File: config.mk
export PLATFORM = sky130hd
export DESIGN_NAME = p2p_relay_buffer_flat
export DESIGN_NICKNAME = d
export VERILOG_FILES = /design/src/rtl/p2p_relay_buffer_pkg.sv /design/src/rtl/p2p_relay_buffer_if.sv /design/src/rtl/p2p_relay_buffer_fifo_mem.sv /design/src/rtl/p2p_relay_buffer.sv /design/src/flat_wrapper.sv
export SDC_FILE = /design/constraint.sdc
export NUM_CORES = 1
export LEC_CHECK = 0
export BUFFER_PORTS_ARGS = -buffer_cell sky130_fd_sc_hd__clkbuf_2
export CORE_ASPECT_RATIO = 1.1
export CORE_MARGIN = 10
export CORE_UTILIZATION = 56
export DETAILED_ROUTE_END_ITERATION = 8
export PLACE_DENSITY_LB_ADDON = 0.12
export SLEW_MARGIN = 0
export SYNTH_ARGS = -nofsm -noshare
export SYNTH_HDL_FRONTEND = slang
export SYNTH_HIERARCHICAL = 1
export SYNTH_SLANG_ARGS = --single-unit
export TNS_END_PERCENT = 50
File: constraint.sdc
create_clock -name i_clk -period 3.1 [get_ports i_clk]
set_input_delay 0.775 -clock i_clk [delete_from_list [all_inputs] [get_ports i_clk]]
set_output_delay 0.775 -clock i_clk [all_outputs]
set_load 0.05 [all_outputs]
File: src/rtl/p2p_relay_buffer_pkg.sv
// Shared definitions for the p2p relay buffer.
//   DEF_WIDTH / DEF_DEPTH / DEF_CNT_W : default data width, memory depth and drop-counter width
//   clog2()                           : ceiling log2, used to size pointers and the level output
package p2p_relay_buffer_pkg;

  localparam int DEF_WIDTH = 8;
  localparam int DEF_DEPTH = 4;
  localparam int DEF_CNT_W = 8;

  // Smallest r with 2**r >= value; clog2(1) is 0.
  function automatic int clog2(input int value);
    int r;
    r = 0;
    while ((1 << r) < value) r++;
    return r;
  endfunction

endpackage

File: src/rtl/p2p_relay_buffer_if.sv
// Valid/ready word stream between the relay buffer and its neighbours.
//   data  : word being offered
//   valid : data is valid this cycle
//   ready : consumer accepts data this cycle
// master drives data/valid, slave drives ready.
interface p2p_relay_buffer_if #(
  parameter int WIDTH = p2p_relay_buffer_pkg::DEF_WIDTH
);

  logic [WIDTH-1:0] data;
  logic             valid;
  logic             ready;

  modport master (output data, output valid, input ready);
  modport slave  (input data, input valid, output ready);

endinterface

File: src/rtl/p2p_relay_buffer_fifo_mem.sv
// DEPTH x WIDTH register array backing the relay buffer.
//   i_clk     : clock
//   i_wr_en   : write i_wr_data into slot i_wr_ptr at the rising edge
//   i_wr_ptr  : write slot
//   i_wr_data : write word
//   i_rd_ptr  : read slot
//   o_rd_data : contents of slot i_rd_ptr (combinational read)
module p2p_relay_buffer_fifo_mem
  import p2p_relay_buffer_pkg::*;
#(
  parameter int WIDTH = DEF_WIDTH,
  parameter int DEPTH = DEF_DEPTH
) (
  input  logic                    i_clk,
  input  logic                    i_wr_en,
  input  logic [clog2(DEPTH)-1:0] i_wr_ptr,
  input  logic [WIDTH-1:0]        i_wr_data,
  input  logic [clog2(DEPTH)-1:0] i_rd_ptr,
  output logic [WIDTH-1:0]        o_rd_data
);

  logic [WIDTH-1:0] r_mem [DEPTH];

  // Slot contents carry no meaning until written, so the array is not reset.
  always_ff @(posedge i_clk) begin
    if (i_wr_en) r_mem[i_wr_ptr] <= i_wr_data;
  end

  assign o_rd_data = r_mem[i_rd_ptr];

endmodule

File: src/rtl/p2p_relay_buffer.sv
// Elastic relay stage: accepts words on i_rx, holds up to DEPTH words in memory
// plus one in a registered output stage, and presents them in order on o_tx.
//   i_clk      : rising-edge clock
//   i_rst_n    : asynchronous active-low reset
//   i_rx       : receive stream (slave); ready = memory not full
//   o_tx       : transmit stream (master); data/valid are registered
//   i_clr_stat : synchronous clear of overflow and drop count
//   o_level    : words held (memory + output register)
//   o_overflow : sticky, a word was lost while full (DROP_ON_FULL=1)
//   o_drop_cnt : saturating count of lost words
module p2p_relay_buffer
  import p2p_relay_buffer_pkg::*;
#(
  parameter int WIDTH        = DEF_WIDTH,
  parameter int DEPTH        = DEF_DEPTH,
  parameter bit DROP_ON_FULL = 1'b1,
  parameter int CNT_W        = DEF_CNT_W
) (
  input  logic                      i_clk,
  input  logic                      i_rst_n,
  p2p_relay_buffer_if.slave         i_rx,
  p2p_relay_buffer_if.master        o_tx,
  input  logic                      i_clr_stat,
  output logic [clog2(DEPTH+2)-1:0] o_level,
  output logic                      o_overflow,
  output logic [CNT_W-1:0]          o_drop_cnt
);

  localparam int PTR_W  = clog2(DEPTH);
  localparam int MCNT_W = PTR_W + 1;
  localparam int LVL_W  = clog2(DEPTH + 2);

  logic [PTR_W-1:0]  r_wr_ptr;
  logic [PTR_W-1:0]  r_rd_ptr;
  logic [MCNT_W-1:0] r_mem_count;
  logic              r_out_valid;
  logic [WIDTH-1:0]  r_out_data;
  logic              r_overflow;
  logic [CNT_W-1:0]  r_drop_cnt;

  logic              w_in_ready;
  logic              w_push;
  logic              w_pop;
  logic              w_out_load;
  logic              w_mem_empty;
  logic              w_mem_wr;
  logic              w_mem_rd;
  logic              w_drop;
  logic [WIDTH-1:0]  w_rd_data;

  // Ready depends only on the registered memory count, never on o_tx.ready.
  assign w_in_ready  = (r_mem_count < MCNT_W'(DEPTH));
  assign w_push      = i_rx.valid && w_in_ready;
  assign w_pop       = r_out_valid && o_tx.ready;
  assign w_out_load  = !r_out_valid || w_pop;
  assign w_mem_empty = (r_mem_count == '0);

  // A push into empty memory while the output stage is loading goes straight
  // to the output register instead of through the array.
  assign w_mem_wr = w_push && !(w_out_load && w_mem_empty);
  assign w_mem_rd = w_out_load && !w_mem_empty;
  assign w_drop   = DROP_ON_FULL && i_rx.valid && !w_in_ready;

  p2p_relay_buffer_fifo_mem #(
    .WIDTH (WIDTH),
    .DEPTH (DEPTH)
  ) u_mem (
    .i_clk     (i_clk),
    .i_wr_en   (w_mem_wr),
    .i_wr_ptr  (r_wr_ptr),
    .i_wr_data (i_rx.data),
    .i_rd_ptr  (r_rd_ptr),
    .o_rd_data (w_rd_data)
  );

  always_ff @(posedge i_clk or negedge i_rst_n) begin
    if (!i_rst_n) begin
      r_wr_ptr    <= '0;
      r_rd_ptr    <= '0;
      r_mem_count <= '0;
      r_out_valid <= 1'b0;
      r_out_data  <= '0;
    end else begin
      if (w_mem_wr) r_wr_ptr <= r_wr_ptr + PTR_W'(1);
      if (w_mem_rd) r_rd_ptr <= r_rd_ptr + PTR_W'(1);
      r_mem_count <= r_mem_count + MCNT_W'(w_mem_wr) - MCNT_W'(w_mem_rd);
      if (w_out_load) begin
        if (!w_mem_empty) begin
          r_out_valid <= 1'b1;
          r_out_data  <= w_rd_data;
        end else if (w_push) begin
          r_out_valid <= 1'b1;
          r_out_data  <= i_rx.data;
        end else begin
          // Empty: data keeps its last value.
          r_out_valid <= 1'b0;
        end
      end
    end
  end

  // Clear has priority over a drop in the same cycle.
  always_ff @(posedge i_clk or negedge i_rst_n) begin
    if (!i_rst_n) begin
      r_overflow <= 1'b0;
      r_drop_cnt <= '0;
    end else if (i_clr_stat) begin
      r_overflow <= 1'b0;
      r_drop_cnt <= '0;
    end else if (w_drop) begin
      r_overflow <= 1'b1;
      if (r_drop_cnt != {CNT_W{1'b1}}) r_drop_cnt <= r_drop_cnt + CNT_W'(1);
    end
  end

  assign i_rx.ready  = w_in_ready;
  assign o_tx.valid  = r_out_valid;
  assign o_tx.data   = r_out_data;
  assign o_level     = LVL_W'(r_mem_count) + LVL_W'(r_out_valid);
  assign o_overflow  = r_overflow;
  assign o_drop_cnt  = r_drop_cnt;

endmodule

File: src/flat_wrapper.sv
// flat-port wrapper written by rule: the top's interface ports become plain ports
module p2p_relay_buffer_flat import p2p_relay_buffer_pkg::*;
#(
  parameter int WIDTH        = DEF_WIDTH,
  parameter int DEPTH        = DEF_DEPTH,
  parameter bit DROP_ON_FULL = 1'b1,
  parameter int CNT_W        = DEF_CNT_W
)
  (i_clk, i_rst_n, i_clr_stat, o_level, o_overflow, o_drop_cnt, i_rx_data, i_rx_valid, i_rx_ready, o_tx_data, o_tx_valid, o_tx_ready);
  p2p_relay_buffer_if #(.WIDTH(WIDTH)) i_rx_i ();
  p2p_relay_buffer_if #(.WIDTH(WIDTH)) o_tx_i ();
  input  logic i_clk;
  input  logic i_rst_n;
  input  logic i_clr_stat;
  output logic [clog2(DEPTH+2)-1:0] o_level;
  output logic o_overflow;
  output logic [CNT_W-1:0] o_drop_cnt;
  input wire logic [$bits(i_rx_i.data)-1:0] i_rx_data;
  input wire logic [$bits(i_rx_i.valid)-1:0] i_rx_valid;
  output wire logic [$bits(i_rx_i.ready)-1:0] i_rx_ready;
  output wire logic [$bits(o_tx_i.data)-1:0] o_tx_data;
  output wire logic [$bits(o_tx_i.valid)-1:0] o_tx_valid;
  input wire logic [$bits(o_tx_i.ready)-1:0] o_tx_ready;
  assign i_rx_i.data = i_rx_data;
  assign i_rx_i.valid = i_rx_valid;
  assign i_rx_ready = i_rx_i.ready;
  assign o_tx_data = o_tx_i.data;
  assign o_tx_valid = o_tx_i.valid;
  assign o_tx_i.ready = o_tx_ready;
  p2p_relay_buffer #(.WIDTH(WIDTH), .DEPTH(DEPTH), .DROP_ON_FULL(DROP_ON_FULL), .CNT_W(CNT_W)) u_core (.i_clk(i_clk), .i_rst_n(i_rst_n), .i_rx(i_rx_i), .o_tx(o_tx_i), .i_clr_stat(i_clr_stat), .o_level(o_level), .o_overflow(o_overflow), .o_drop_cnt(o_drop_cnt));
endmodule
==> results.md, run 1 <==
- Status: finished clean
- Tcrit/Tclk final: 79.4%
- Initial Util: 58.7%
- Dpl hpwl: 3540 um
- Worst R2R Start: u_core/o_tx.valid
- Worst skew pair latency: 320 ps
- CTS Buffer Depth: 2
- Routed length per placed instance: 19.0 um
- CP endpoint kind: register
- Via/cell ratio: 5.77
- Nets: 223
- Post-synthesis register bit count: 57
- Final max-slew violation count: 0
- Post-cts sizing count: 0
- Least-Margin Pin Slew: 663 ps
- Residual DRC count: 0
- DRT Pass-1 Iters: 6
- Ant diodes: 0
- DRT iter0 DRCs: 98
- Clock net sink count: 57
- Critical path data arrival time: 2650 ps
- P_leak: 1.20 nW
- Number of global-route vias before repair: 1638
- CP Max Fanout: 6
- FF-to-FF setup slack: 770 ps
- Via Count: 1518
- CP delay by family, top: adder cells
- ANT nets after route: 0
- Synth Flop Type: edfxtp_1
- TritonCTS clock tree: built
- Initial antenna violation count: 0
- Req. time, crit path: 3290 ps
- CTS Root Cell: clkbuf_8
- Clk_skew: 3.59 ps
- Num CTS Buffers: 9
- Power per cell area: 983 nW/um^2
- Max incr delay on CP: 370 ps
- Post-synthesis cell type count: 35
- WP buf/inv: 4
- Worst vdd ir: 0.000654 V
- Post-CTS setup buffer count: 0
- Pin count of the biggest net entering global routing: 26
- Crit path kind: primary input to register
- Worst hold margin: 480 ps
- Congestion Overflow GR: 0
- WL final: 4990 um
- Max-cap violations: 0
- Gr usage total: 13.6%
- Post-synth EDFFs: 32
- Share of layout cells above drive strength 1: 38.8%
- Reg2reg path depth: 10
- Core ar.: 4380 sq um
- Asr flop ratio synth: 43.9%
- Slew headroom: 55.8%
- CP Cell Sequence: clkbuf_2 -> nor2b_1 -> o31a_2 -> inv_1 -> ha_1 -> inv_1 -> ha_1 -> inv_1 -> fa_1 -> xnor2_1 -> xnor2_1
- Tmin final: 2460 ps
- Synth Cell Area: 2570 sq um
- CP most frequent cell: inv_1
- Clock-pin slew on the worst setup and hold paths: 60 ps
- # setup viols final: 0
- Worst hold path class: primary input to async pin
- Startpoint Class: primary input
- # H-tree levels: 3
- Final hold vios: 0
- Routability cong.: 0.878
- Sequential fraction of the synthesis area: 61.7%
- Syn Inst Count: 163
- Slowest cell on the critical path: fa_1
- RSZ-0062 raised after global routing: false
- Row Count: 25
- First-pass GRT wire length: 8260 um
- Max Fclk: 406 MHz
- Avg Cell Area, Syn: 15.8 sq um
- CTS Hold Bufs: 0
- Buffers added on ports: 34
- Die area: 7700 sq um
- Layout area overhead: 14.0%
- Total negative slack: 0 ps
- Syn_nets: 182
- IO Count: 35
- Total Power: 0.00288 W
- RR Endpoint: u_core/r_mem_count[2]
- Yosys warning total: 6
- DIE WIDTH: 84.6 um
- Die height: 91.1 um
[routing by layer]
layer  vias to the layer above  share of wire (%)  wire length, um  global-route usage, %
li1                        695                  -                -                      -
met1                       762                 42             2080                   14.9
met2                        55                 50             2510                   22.2
met3                         6                6.8              337                   5.90
met4                         0                1.2               59                   6.18
met5                         -                  0                0                      0
[per-stage QoR]
stage / utilization [%] / cell area, sq um / cells / worst slack (ps)
after CTS: 66.9 / 2930 / 263 / 646
after global routing: 66.9 / 2930 / 263 / 459
after global placement: 63.4 / 2780 / 247 / 378
after floorplan: - / 2570 / 163 / 552
final: 66.9 / 2930 / 263 / 638
after detailed placement: 63.4 / 2780 / 247 / 305
[sequential cells by signal (all words and copies together), names as in the netlist]
name / cells
u_core/r_rd_ptr: 2
u_core/o_tx.valid: 1
u_core/o_overflow: 1
u_core/o_drop_cnt: 8
u_core/o_tx.data: 8
u_core/r_mem_count: 3
u_core/r_wr_ptr: 2
u_core/u_mem/r_mem: 32
[worst register-to-register path, cell delays in order, from the launching register on]
cell and delay [ps]:
dfrtp_1 370, nor2b_1 380, o31a_2 260, inv_1 60, ha_1 260, inv_1 60, ha_1 130, inv_1 50
fa_1 370, xnor2_1 140, xnor2_1 130
[worst max-delay path by stage]
stage / startpoint / end / slack, ps / cells after the start
after CTS: o_tx_ready / u_core/r_mem_count[2] / 650 / 11
final: o_tx_ready / u_core/r_mem_count[2] / 640 / 11
after global placement: o_tx_ready / u_core/r_mem_count[2] / 380 / 11
after floorplan: u_core/o_tx.valid / o_level[2] / 550 / 3
after detailed placement: o_tx_ready / u_core/r_mem_count[2] / 300 / 11
after global routing: o_tx_ready / u_core/r_mem_count[2] / 460 / 11
[layout by cell type (no fill, tap or decap), types with 3 or more instances in the layout]
| cell | instances |
|---|---|
| edfxtp_1 | 32 |
| clkinv_2 | 3 |
| mux2_2 | 14 |
| mux2_4 | 7 |
| clkbuf_2 | 34 |
| dfrtp_1 | 25 |
| nor2_1 | 8 |
| xor2_1 | 5 |
| ha_1 | 5 |
| inv_1 | 9 |
| a21oi_1 | 4 |
| nor2b_1 | 7 |
| a211oi_1 | 3 |
| mux4_2 | 8 |
| clkbuf_8 | 9 |
| nand2_1 | 3 |
[area by class of cell]
class	instances	area (sq um)
Sequential cell	57	1590
Fill cell	323	1450
Multi-Input combinational cell	91	903
Timing Repair Buffer	36	185
Clock buffer	11	131
Tap cell	54	67.6
Inverter	9	33.8
Clock inverter	5	22.5
[synth_stat cells (4+ instances only)]
library cell | count | area (sq um)
inv_1 | 9 | 33.8
dfrtp_1 | 25 | 626
nor2_1 | 8 | 30.0
xor2_1 | 5 | 43.8
nor2b_1 | 7 | 43.8
edfxtp_1 | 32 | 961
ha_1 | 5 | 62.6
mux4_2 | 8 | 180
a21oi_1 | 4 | 20.0
mux2_4 | 7 | 105
mux2_2 | 14 | 158
[cell families (layout without fill, tap and decap cells)]
kind of cell / after synthesis / after routing / share of synthesized area [%]
flops: 57 / 57 / 61.7
fa+ha+maj: 6 / 6 / 3.21
mux: 30 / 30 / 17.6
xor+xnor: 7 / 7 / 2.38
simple gates: 35 / 35 / 8.13
compound gates: 13 / 13 / 3.80
buf+inv: 15 / 61 / 3.16
[report_power, final]
part	switching [W]	internal, W	total [W]
Sequential	0.000194	0.000982	0.00118
Combinational	0.000686	0.000471	0.00116
Clock	0.000267	0.000280	0.000547
Total	0.00115	0.00173	0.00288
(Power assumes the default switching activity.)
==> run 2, diff against run 1 <==
--- a/config.mk
+++ b/config.mk
@@ -8,7 +8,7 @@
 export BUFFER_PORTS_ARGS = -buffer_cell sky130_fd_sc_hd__clkbuf_2
 export CORE_ASPECT_RATIO = 1.1
 export CORE_MARGIN = 10
-export CORE_UTILIZATION = 56
+export CORE_UTILIZATION = 51
 export DETAILED_ROUTE_END_ITERATION = 8
 export PLACE_DENSITY_LB_ADDON = 0.12
 export SLEW_MARGIN = 0
==> constraint.sdc (replaced) <==
create_clock -name i_clk -period 2.2 [get_ports i_clk]
set_input_delay 0.55 -clock i_clk [delete_from_list [all_inputs] [get_ports i_clk]]
set_output_delay 0.55 -clock i_clk [all_outputs]
set_load 0.05 [all_outputs]
==> results.md, run 2 (synthesized netlist as in run 1, its figures left out) <==
- DIE WIDTH: 87.7 um
- Least-Margin Pin Slew: 669 ps
- Die height: 94.5 um
- Pin count of the biggest net entering global routing: 26
- Via Count: 1539
- Most flops, register: u_core/u_mem/r_mem
- FF-to-FF setup slack: 80 ps
- Nets: 229
- Startpoint Class: register
- Die area: 8290 sq um
- Buffers added on ports: 34
- Core ar.: 4930 sq um
- CTS Hold Bufs: 0
- Setup ws final: 76.4 ps
- Gr usage total: 12.9%
- RR Endpoint: u_core/r_mem_count[2]
- Worst skew pair latency: 330 ps
- ANT nets after route: 0
- WL final: 5110 um
- Post-route cell area: 3060 sq um
- Reg2reg path depth: 9
- RSZ-0062 raised after global routing: false
- Initial antenna violation count: 0
- TritonCTS clock tree: built
- First-pass GRT wire length: 8050 um
- Congestion Overflow GR: 0
- Placed cell area: 2850 sq um
- CP Max Fanout: 5
- Power per cell area: 1420 nW/um^2
- Tcrit/Tclk final: 96.5%
- Row Count: 27
- Critical path data arrival time: 1570 ps
- Ant diodes: 0
- Worst R2R Start: u_core/r_mem_count[1]
- Dpl hpwl: 3490 um
- CP endpoint kind: primary output
- Total negative slack: 0 ps
- Final hold vios: 0
- Num CTS Buffers: 9
- IO Count: 35
- Max Fclk: 471 MHz
- # fillers: 392
- Clock net sink count: 57
- Routability cong.: 0.820
- Most common cell after layout, fill and taps aside: clkbuf_2
- P_leak: 1.26 nW
- CTS Buffer Depth: 2
- Initial Util: 52.1%
- Tmin final: 2120 ps
- Routed length per placed instance: 18.7 um
- Residual DRC count: 0
- Clk_skew: 8.19 ps
- Share of layout cells above drive strength 1: 44.7%
- Final max-slew violation count: 0
- Req. time, crit path: 1650 ps
- CTS Root Cell: clkbuf_8
- Slew headroom: 55.4%
- Layout area overhead: 18.9%
- Status: finished clean
- DRT Pass-1 Iters: 6
- Place WS: -61.7 ps
- # setup viols final: 0
- Clock-pin slew on the worst setup and hold paths: 60 ps
- Post-CTS setup buffer count: 0
- Max reg flops: 32
- Number of global-route vias before repair: 1569
- Via/cell ratio: 5.64
- Worst hold path class: primary input to async pin
- Worst vdd ir: 0.00105 V
- Max-cap violations: 0
- DRT iter0 DRCs: 147
- Commonest cells after routing, fill and taps aside: clkbuf_2, edfxtp_1, dfrtp_1
- # H-tree levels: 3
- Crit path kind: register to primary output
run 2: cell types whose count changed in the layout (fill, tap and decap cells not counted), sizes merged:
cell | before | now
bufinv | 0 | 1
buf | 2 | 8
clkinv | 5 | 2
clkbuf | 45 | 47
run 2: worst max-delay path by stage:
| stage | end | startpoint | cells past startpoint | slack (ps) |
|---|---|---|---|---|
| 6_report | o_level[2] | u_core/r_mem_count[0] | 4 | 80 |
| 5_1_grt | u_core/r_mem_count[2] | u_core/r_mem_count[1] | 9 | 2 |
| 4_1_cts | u_core/r_mem_count[2] | u_core/r_mem_count[1] | 9 | 40 |
| 3_5_place_dp | u_core/r_mem_count[2] | o_tx_ready | 11 | -60 |
| 3_3_place_gp | u_core/r_mem_count[2] | o_tx_ready | 11 | -2 |
| 2_1_floorplan | u_core/r_mem_count[2] | i_rx_valid | 11 | 0.5 |
run 2: final cells by class:
cell class              count  area (sq um)  share of cell area (%)
clock buffers              13           159                    5.20
clock inverters             3          40.0                    1.31
inverters                   9          33.8                    1.11
multi-input cells          91           928                    30.4
flip-flops and latches     57          1590                    52.0
well taps                  58          72.6                    2.37
repair buffers             42           233                    7.61
run 2: per-layer routing:
metal / wire [um] / share of wire, % / global-route usage, % / vias up
li1: - / - / - / 706
met1: 2120 / 42 / 15.7 / 777
met2: 2580 / 51 / 19.7 / 48
met3: 316 / 6.2 / 4.65 / 8
met4: 87 / 1.7 / 6.65 / 0
met5: 0 / 0 / 0 / -
run 2: what timing repair did:
| action | in CTS | in global routing |
|---|---|---|
| setup endpoints to repair | 1 | 2 |
| endpoints found under the hold margin | 0 | 0 |
| gates resized for setup | 1 | 2 |
run 2: stage by stage:
stage | util (%) | cells | total power [W] | hold slack (ps)
after floorplan | - | 163 | 0.00302 | 254
after global placement | 57.8 | 257 | 0.00333 | 484
after detailed placement | 57.8 | 257 | 0.00340 | 500
after CTS | 61.9 | 273 | 0.00439 | 260
after global routing | 62.0 | 273 | 0.00458 | 295
final | 62.0 | 273 | 0.00435 | 243
run 2: report_power, final:
group	total [W]	leakage, nW	internal (W)	switching (W)
Combinational	0.00179	0.561	0.000731	0.00106
Sequential	0.00159	0.596	0.00139	0.000199
Clock	0.000968	0.103	0.000582	0.000387
Total	0.00435	1.26	0.00270	0.00164
run 2: worst max-delay path, stage by stage, from the launching register on:
cell and delay (ps):
dfrtp_2 450, ha_1 200, ha_1 230, xor2_2 150, clkbuf_4 210
==> run 3, diff against run 2 <==
==> constraint.sdc (replaced) <==
create_clock -name i_clk -period 2.2 [get_ports i_clk]
set_input_delay 0.22 -clock i_clk [delete_from_list [all_inputs] [get_ports i_clk]]
set_output_delay 0.22 -clock i_clk [all_outputs]
set_load 0.05 [all_outputs]
==> results.md, run 3 (synthesized netlist as in run 1, its figures left out) <==
- Status: finished clean
- CTS Root Cell: clkbuf_8
- CTS Buffer Depth: 2
- Core ar.: 4930 sq um
- Row Count: 27
- Routed length per placed instance: 17.6 um
- Ant diodes: 0
- Least-Margin Pin Slew: 686 ps
- P_leak: 1.26 nW
- RR Endpoint: u_core/r_mem_count[2]
- Worst Hold End: u_core/u_mem/r_mem[0][3]
- Worst hold path class: primary input to register
- Most common cell after layout, fill and taps aside: clkbuf_2
- HP Start: i_rx_data[3]
- WL final: 4830 um
- CP endpoint kind: register
- Die area: 8290 sq um
- Number of global-route vias before repair: 1692
- Startpoint Class: register
- Req. time, crit path: 2450 ps
- Gr usage total: 12.7%
- Worst vdd ir: 0.00169 V
- Max reg flops: 32
- Clk_skew: 9.03 ps
- Placed cell area: 2840 sq um
- Most flops, register: u_core/u_mem/r_mem
- Tcrit/Tclk final: 95.8%
- TritonCTS clock tree: built
- Share of layout cells above drive strength 1: 43.5%
- Die height: 94.5 um
- Final Util: 62.0%
- Crit path kind: register to register
- Congestion Overflow GR: 0
- Nets: 230
- Dpl hpwl: 3450 um
- Num CTS Buffers: 9
- Pin count of the biggest net entering global routing: 26
- Reg2reg path depth: 10
- Final hold vios: 0
- Buffers added on ports: 34
- # H-tree levels: 3
- Critical path data arrival time: 2350 ps
- Worst skew pair latency: 320 ps
- Routability cong.: 0.854
- Tmin final: 2110 ps
- Layout area overhead: 18.9%
- Worst R2R Start: u_core/o_tx.valid
- CP startpoint: u_core/o_tx.valid
- FF-to-FF setup slack: 90 ps
- DRT Pass-1 Iters: 4
- # setup viols final: 0
- Final max-slew violation count: 0
- Clock net sink count: 57
- Power per cell area: 1410 nW/um^2
- Max-cap violations: 0
- DRT iter0 DRCs: 63
- DIE WIDTH: 87.7 um
- Initial antenna violation count: 0
- RSZ-0062 raised after global routing: false
- First-pass GRT wire length: 8100 um
- # fillers: 391
- Commonest cells after routing, fill and taps aside: clkbuf_2, edfxtp_1, dfrtp_1
- Via/cell ratio: 5.47
- Slew headroom: 54.2%
- ANT nets after route: 0
- Post-route cell area: 3060 sq um
- Worst hold margin: 131 ps
- Initial Util: 52.1%
- Hold depth: 1
- IO Count: 35
- Max Fclk: 474 MHz
- Clock-pin slew on the worst setup and hold paths: 60 ps
- Via Count: 1498
- Residual DRC count: 0
- CP Max Fanout: 6
- Total negative slack: 0 ps
## run 3: cell count changes in the layout (fill, tap and decap cells not counted), sizes merged
cell	change
dlygate4sd3	+1
## run 3: final cells by class
type | count | area, sq um | share of cell area [%]
clock buffer | 13 | 159 | 5.20
sequential | 57 | 1590 | 52.0
inverter | 9 | 33.8 | 1.10
tap | 58 | 72.6 | 2.37
multi-input combinational | 91 | 923 | 30.2
timing repair buffer | 43 | 240 | 7.86
clock inverter | 3 | 40.0 | 1.31
## run 3: critical path, stage by stage (launching register included)
cell     delay [ps]
dfrtp_2         410
nor2b_4         160
o31a_4          300
inv_1            60
ha_1            210
inv_1            50
ha_1            130
inv_1            50
fa_2            330
xnor2_1         190
xnor2_1         130
## run 3: worst max path at each step
stage,cells after the start,endpoint,slack [ps]
after global placement,9,u_core/r_mem_count[2],110
after CTS,9,u_core/r_mem_count[2],30
final,10,u_core/r_mem_count[2],90
after global routing,10,u_core/r_mem_count[2],1
after detailed placement,9,u_core/r_mem_count[2],50
after floorplan,10,u_core/r_mem_count[2],4
## run 3: what timing repair did
action                     4_1_cts  5_1_grt
gates resized for setup          0        2
buffers inserted                 0        1
setup endpoints to repair        0        1
hold buffers                     1        0
hold endpoints to repair        25        0
## run 3: per-layer routing
layer | GRT usage (%) | wire [um] | up-vias
li1 | - | - | 706
met2 | 20.2 | 2440 | 38
met1 | 14.7 | 2030 | 748
met3 | 4.57 | 308 | 6
met5 | 0 | 0 | -
met4 | 6.91 | 54 | 0
## run 3: where the power goes
group          total, W  internal (W)  leakage (nW)  switching [W]
sequential      0.00157       0.00139         0.597       0.000183
combinational   0.00177      0.000728         0.564        0.00104
clock          0.000955      0.000582         0.103       0.000373
## run 3: stage by stage
stage / total power, W / worst slack (ps) / instances
final: 0.00430 / 92.1 / 274
after global placement: 0.00333 / 108 / 256
after global routing: 0.00455 / 1.49 / 274
after floorplan: 0.00300 / 4.00 / 163
after CTS: 0.00435 / 28.1 / 273
after detailed placement: 0.00338 / 50.5 / 256
